$ cat config.mk
export PLATFORM = sky130hd
export DESIGN_NAME = sat_counter
export DESIGN_NICKNAME = d
export VERILOG_FILES = /design/src/rtl/sat_counter.sv
export SDC_FILE = /design/constraint.sdc
export NUM_CORES = 1
export LEC_CHECK = 0
export BUFFER_PORTS_ARGS = -buffer_cell sky130_fd_sc_hd__buf_4
export CAP_MARGIN = 20
export CORE_AREA = 2 2 39 41
export DETAILED_ROUTE_END_ITERATION = 6
export DIE_AREA = 0 0 41 43
export GPL_TIMING_DRIVEN = 0
export PLACE_DENSITY_LB_ADDON = 0.12
export SLEW_MARGIN = 30
export SYNTH_ARGS = -nofsm -noshare
export SYNTH_HDL_FRONTEND = slang
export SYNTH_SLANG_ARGS = --single-unit
$ cat constraint.sdc
create_clock -name clk -period 2.52 [get_ports clk]
set_clock_uncertainty 0.15 [all_clocks]
set_input_delay 0.252 -clock clk [delete_from_list [all_inputs] [get_ports clk]]
set_output_delay 0.252 -clock clk [all_outputs]
set_load 0.03 [all_outputs]
$ cat src/rtl/sat_counter.sv
// Saturating up-counter with synchronous clear; clear beats increment.
module sat_counter #(
  parameter int unsigned Width = 8
) (
  input  logic             clk,
  input  logic             rst_n,
  input  logic             inc_i,
  input  logic             clr_i,
  output logic [Width-1:0] count_o
);

  logic [Width-1:0] count_q, count_d;

  always_comb begin
    count_d = count_q;
    if (clr_i) begin
      count_d = '0;
    end else if (inc_i && !(&count_q)) begin
      count_d = count_q + Width'(1);
    end
  end

  always_ff @(posedge clk or negedge rst_n) begin
    if (!rst_n) begin
      count_q <= '0;
    end else begin
      count_q <= count_d;
    end
  end

  assign count_o = count_q;

endmodule

==> metrics, run 1 <==
fraction of registers with async set/reset 1.00; Synthesized Nets 52; pwr dens 416 nW/um^2; min-delay worst type primary input to asynchronous set/reset pin; core box area 1380 sq um; distinct cell type count after synthesis 25; Crit Path Category register to register; Worst EP arrival 1.75 ns; placed cells 74; Num CTS Buffers 3; global route overflow 0; Total GRT Usage 0.148; Root Driver clkbuf_4; routability congestion estimate 0.700; maximum vdd drop 0.000262 V; Tmin final 1.77 ns; CP endpoint kind register; commonest non-fill, non-tap cell in the layout buf_4; RSZ-0062 raised after global routing false; DRT Wirelength 1010 um; part of the cycle the worst path needs 0.704; post-route setup TNS 0 ns; slew at the pin closest to its max-slew limit 0.414 ns; # fillers 137; share of cells above drive strength 1 0.387; residual DRC count 0; vias in the first global route 376; synthesized instance count 47; H-Tree Level Count 1; Fmax 0.564 GHz; synthesized area 505 sq um; clk_lat worst skew 0.25 ns; boundary pin count 12; vias 404; DRT Pass-1 Iters 4; Final Hold Vio Count 0; max reg flops 8; DR vias/cell 5.18; P_leak 0.288 nW; Layout area overhead 26.7%; most frequent cells in the layout 11 x buf_4, 8 x dfrtp_1, 4 x nor2b_1, 4 x nor2_1, 4 x mux2_4; CTS tree done; largest net degree at the start of global routing 11; Nets 69; Most used DFF post-synth dfrtp_1; post-synthesis sequential area ratio 0.396; hold_ws 0.212 ns; first-pass GRT wire length 1730 um; Final Setup Violations 0; maxcap violations 0; Starting Density 0.365; die width 41 um; clk sinks 8; Final WS setup 0.746 ns; number of synthesized flops with an enable pin 0; die span in y 43 um; Core Rows 14; Iteration-0 DRC Markers 6; wire per inst 12.9 um; Synthesis Warnings 0; Ant. Diodes 0; Setup WS pre-CTS 0.747 ns; Final Slew Violations 0; antenna violations before repair 0; die footprint 1760 sq um; final HPWL from detailed placement 748 um; Seq cells post-synth 8; non-filler cells, final 78; syn_area_per_cell 10.8 sq um; PortBufs 11; status complete, no violations; antenna-violating nets left 0; Worst slew margin 0.724; postcts setup bufs 0; Worst Path Max Fanout 6; Clk pin slew, worst setup/hold paths 0.05 ns; Worst Path Required 2.50 ns; clk buf depth 2; Startpoint Class register
[area by class of cell]
class	instances	area, sq um	share of cell area
flip-flops and latches	8	200	0.313
plain buffers	2	15.0	0.0234
repair buffers	12	92.6	0.145
multi-input cells	37	290	0.453
well taps	16	20.0	0.0313
clock buffers	3	22.5	0.0352
[power by group]
group | internal [mW] | switching (mW) | total (mW)
sequential | 0.132 | 0.00458 | 0.136
combinational | 0.0157 | 0.0187 | 0.0344
clock | 0.0544 | 0.0416 | 0.0960
total | 0.202 | 0.0649 | 0.267
[worst paths after layout]
path	depth (start not counted)	slack, ns	to	from
worst max-delay path	4	0.75	count_o[5]	count_o[0]
worst min-delay path	2	0.21	count_o[4]	rst_n
worst max register to register	4	0.75	count_o[5]	count_o[0]
worst min register to register	2	0.46	count_o[1]	count_o[1]
max in group asynchronous	2	1.88	count_o[5]	rst_n
min in group clk	3	0.24	count_o[2]	inc_i
[critical path, stage by stage (launching register included)]
cell,delay (ns)
dfrtp_1,0.43
ha_1,0.27
and3_2,0.25
a211oi_2,0.25
mux2_4,0.32
[synth_stat cells (2+ instances only)]
master    count  area (sq um)
a21oi_1       2          10.0
a21oi_2       2          17.5
and4_1        2          17.5
dfrtp_1       8           200
mux2_4        4          60.1
nand2_1       2          7.51
nand2b_1      2          12.5
nand4_1       2          12.5
nor2_1        4          15.0
nor2b_1       4          25.0
[stage by stage]
| step | power [mW] | utilization | instance area (sq um) |
|---|---|---|---|
| 2_1_floorplan | 0.156 | - | 505 |
| 5_1_grt | 0.285 | 0.463 | 641 |
| 3_5_place_dp | 0.172 | 0.439 | 608 |
| 3_3_place_gp | 0.172 | 0.439 | 608 |
| 4_1_cts | 0.273 | 0.463 | 641 |
| 6_report | 0.267 | 0.463 | 641 |
[routing by layer]
layer  GRT usage  up-vias  share of wire
li1            -      210              -
met1       0.216      182           0.53
met2       0.184       12           0.40
met3      0.0366        0          0.062
met4       0.100        0              0
met5           0        -              0
[logic make-up after synthesis]
group           count (synthesis)  share of synthesized area
simple gates                   21                      0.245
compound gates                 10                      0.166
flops                           8                      0.396
mux                             5                      0.139
buf+inv                         2                     0.0297
fa+ha+maj                       1                     0.0247
[timing repair]
item / 4_1_cts / 5_1_grt
hold buffers: 1 / 0
hold endpoints to repair: 8 / 0
resized for setup: 0 / 0
(Power assumes the default switching activity.)
==> run 2: changes to the inputs <==
clock period = 1.5 ns   (was 2.52 ns; I/O delays follow)
==> metrics, run 2 (synthesized netlist as in run 1, its figures left out) <==
Worst EP arrival 1.56 ns; kind of cell adding the most delay to the critical path flip-flops; max incr delay on CP 0.42 ns; CTS tree done; RSZ-0062 raised after global routing true; Core Rows 14; global route overflow 0; H-Tree Level Count 1; die footprint 1760 sq um; Ant. Diodes 0; CP Buf/Inv Count 0; Fmax 0.637 GHz; DRT Wirelength 1180 um; largest net degree at the start of global routing 11; antenna violations before repair 0; pwr dens 666 nW/um^2; Layout area overhead 44.8%; Iteration-0 DRC Markers 0; worst-path cell chain ha_4, and3_4, a211oi_2, mux2_4; most frequent cells in the layout 17 x buf_4, 6 x dfrtp_2, 4 x nor2b_1, 4 x nor2_1, 4 x mux2_4; vias in the first global route 400; part of the cycle the worst path needs 1.05; share of cells above drive strength 1 0.543; slew at the pin closest to its max-slew limit 0.420 ns; routability congestion estimate 0.702; antenna-violating nets left 0; maximum vdd drop 0.000363 V; violated checks setup timing; boundary pin count 12; CP endpoint kind register; die width 41 um; Crit Path Category register to register; Final Setup Violations 2; Total GRT Usage 0.161; PortBufs 11; Worst R2R Setup Slack -0.07 ns; Nets 76; Root Driver clkbuf_4; Reg area 208 sq um; die span in y 43 um; DRT Pass-1 Iters 1; clk buf depth 2; Power, Total 0.488 mW; clk sinks 8; vias 452; Worst Path Required 1.49 ns; wire per inst 13.8 um; Worst slew margin 0.720; min-delay worst type primary input to asynchronous set/reset pin; P_leak 0.319 nW; Startpoint Class register; area occupied by multi-input gates 314 sq um; Worst Path Max Fanout 3; Final WS setup -0.0709 ns; Starting Density 0.365; status finished with violations; final HPWL from detailed placement 781 um; clk_lat worst skew 0.26 ns; Clk pin slew, worst setup/hold paths 0.06 ns; Tmin final 1.57 ns; # fillers 141; residual DRC count 0; first-pass GRT wire length 1850 um; core box area 1380 sq um; Crit-path slowest cell dfrtp_2; Final Slew Violations 0; maxcap violations 0; Final Hold Vio Count 0; Num CTS Buffers 3; post-route setup TNS -0.0901 ns; max reg flops 8; commonest non-fill, non-tap cell in the layout buf_4; DR vias/cell 5.26
==> run 2: changes by cell type in the layout (fill, tap and decap cells not counted), sizes merged <==
cell    delta
buf        +7
clkbuf     +1
==> run 2: final timing paths <==
check,from,endpoint,cells past startpoint
worst max-delay path,count_o[1],count_o[5],4
worst min-delay path,rst_n,count_o[5],2
worst max register to register,count_o[1],count_o[5],4
worst min register to register,count_o[6],count_o[6],2
max in group asynchronous,rst_n,count_o[6],2
min in group clk,inc_i,count_o[2],3
==> run 2: routing by layer <==
metal,share of wire,track usage
met1,0.47,0.212
met2,0.47,0.219
met3,0.060,0.0366
met4,0,0.120
met5,0,0
==> run 2: cell type report <==
class / instances / share of cell area
Multi-Input combinational cell: 37 / 0.429
Sequential cell: 8 / 0.284
Timing Repair Buffer: 19 / 0.203
Clock buffer: 4 / 0.0359
Tap cell: 16 / 0.0274
Buffer: 2 / 0.0205
==> run 2: metrics by stage <==
step / worst slack, ns / hold WS (ns) / cell area [sq um] / cells / utilization
after CTS: -0.0765 / 0.0909 / 706 / 84 / 0.510
after floorplan: -0.143 / -0.296 / 529 / 47 / -
after global placement: -0.105 / -0.174 / 632 / 74 / 0.457
final: -0.0709 / 0.0901 / 732 / 86 / 0.529
after detailed placement: -0.107 / -0.174 / 632 / 74 / 0.457
after global routing: -0.0937 / 0.0983 / 732 / 86 / 0.529
==> run 2: power by group <==
group          internal (mW)  total (mW)  switching (mW)
Clock                  0.102       0.183          0.0807
Sequential             0.222       0.228         0.00612
Combinational         0.0383      0.0768          0.0386
Total                  0.362       0.488           0.125
==> run 2: what timing repair did <==
action,4_1_cts,5_1_grt
pin swaps,1,1
setup buffers,5,2
hold buffers,1,0
hold endpoints to repair,8,0
resized for setup,0,2
setup endpoints to repair,3,3
==> run 3: changes to the inputs <==
PLACE_DENSITY_LB_ADDON = unset   (was 0.12)
SETUP_SLACK_MARGIN = 0.5   (was unset)
==> metrics, run 3 (synthesized netlist as in run 1, its figures left out) <==
status finished with violations; violated checks setup timing; Final Setup Violations 3; routability congestion estimate 0.680; Final Cell Area 887 sq um; global route overflow 0; part of the cycle the worst path needs 1.05; Crit Path Category register to register; Layout area overhead 75.5%; PortBufs 11; worst setup path startpoint count_o[1]; CP endpoint kind register; antenna-violating nets left 0; antenna violations before repair 0; maxcap violations 0; Worst slew margin 0.688; Ant. Diodes 0; commonest non-fill, non-tap cell in the layout buf_6; maximum vdd drop 0.000321 V; P_leak 0.373 nW; Iteration-0 DRC Markers 18; largest net degree at the start of global routing 11; Fmax 0.636 GHz; Clk pin slew, worst setup/hold paths 0.06 ns; vias 518; Worst EP arrival 1.57 ns; reg-to-reg endpoint count_o[5]; RSZ-0062 raised after global routing true; share of cells above drive strength 1 0.679; # fillers 129; clk sinks 8; max reg flops 8; residual DRC count 0; DRT Wirelength 1420 um; crit path to count_o[5]; Final Slew Violations 0; clk buf depth 2; worst-path cell chain ha_4, and3_4, a211oi_4, mux2_4; Starting Density 0.365; DP Area 633 sq um; final HPWL from detailed placement 741 um; Nets 84; Final WS setup -0.0722 ns; Worst Path Required 1.50 ns; Worst R2R Path Depth 4; die width 41 um; fin util 0.641; DR vias/cell 5.51; Tmin final 1.57 ns; Root Driver clkbuf_4; Reg-to-Reg Start count_o[1]; vias in the first global route 508; H-Tree Level Count 1; wire per inst 15.1 um; Setup WS pre-CTS -0.117 ns; pwr dens 570 nW/um^2; core box area 1380 sq um; clk_lat worst skew 0.26 ns; DRT Pass-1 Iters 4; CTS tree done; Crit-path slowest cell dfrtp_2; die span in y 43 um; first-pass GRT wire length 2360 um; slew at the pin closest to its max-slew limit 0.469 ns; Num CTS Buffers 3; Worst R2R Setup Slack -0.07 ns; max incr delay on CP 0.43 ns; Core Rows 14; Final Hold Vio Count 0; min-delay worst type primary input to asynchronous set/reset pin; Startpoint Class register; Worst Path Max Fanout 3; boundary pin count 12; Total GRT Usage 0.199; most frequent cells in the layout 15 x buf_6, 12 x buf_4, 8 x dfrtp_2; die footprint 1760 sq um
run 3: changes by cell type in the layout (fill, tap and decap cells not counted), sizes merged:
| cell | previous run | this run |
|---|---|---|
| buf | 19 | 27 |
run 3: per-stage QoR:
| stage | hold WS (ns) | instances | power (mW) | setup TNS, ns |
|---|---|---|---|---|
| after floorplan | -0.296 | 47 | 0.268 | -0.356 |
| after detailed placement | -0.173 | 74 | 0.295 | -0.236 |
| after CTS | 0.0874 | 89 | 0.504 | -0.0769 |
| after global routing | 0.125 | 94 | 0.529 | -0.201 |
| final | 0.0895 | 94 | 0.506 | -0.129 |
| after global placement | -0.174 | 74 | 0.294 | -0.226 |
run 3: routing by layer:
metal  GRT usage  vias to the layer above  part of all wire  wire (um)
met1       0.249                      264              0.41        582
met2       0.313                       14              0.53        748
met4       0.100                        0             0.018         25
li1            -                      236                 -          -
met5           0                        -                 0          0
met3      0.0314                        4             0.044         62
run 3: area by class of cell:
cell class / count / area (sq um) / area share
plain buffers: 2 / 15.0 / 0.0169
clock buffers: 4 / 26.3 / 0.0296
multi-input cells: 37 / 358 / 0.403
flip-flops and latches: 8 / 210 / 0.237
well taps: 16 / 20.0 / 0.0226
repair buffers: 27 / 258 / 0.291
run 3: worst min-delay path by stage:
stage,end,slack (ns)
2_1_floorplan,count_o[0],-0.30
4_1_cts,count_o[5],0.09
3_3_place_gp,count_o[7],-0.17
3_5_place_dp,count_o[7],-0.17
5_1_grt,count_o[2],0.13
6_report,count_o[6],0.09
run 3: worst max-delay path: cells and delay by family (launching register included):
kind	cells	cell delay (ns)
AOI/OAI and AO/OA	1	0.21
adders and majority gates	1	0.17
DFF	1	0.43
muxes	1	0.31
and+or+nand+nor	1	0.19
run 3: timing repair:
item / CTS / global route
hold endpoints to repair: 8 / 0
gates resized for setup: 16 / 8
endpoints found under the setup margin: 16 / 16
setup buffers: 10 / 5
hold buffers: 1 / 0
pin swaps: 6 / 8
run 3: power breakdown:
group | switching, mW | internal [mW]
Clock | 0.0876 | 0.103
Sequential | 0.00658 | 0.222
Combinational | 0.0426 | 0.0444
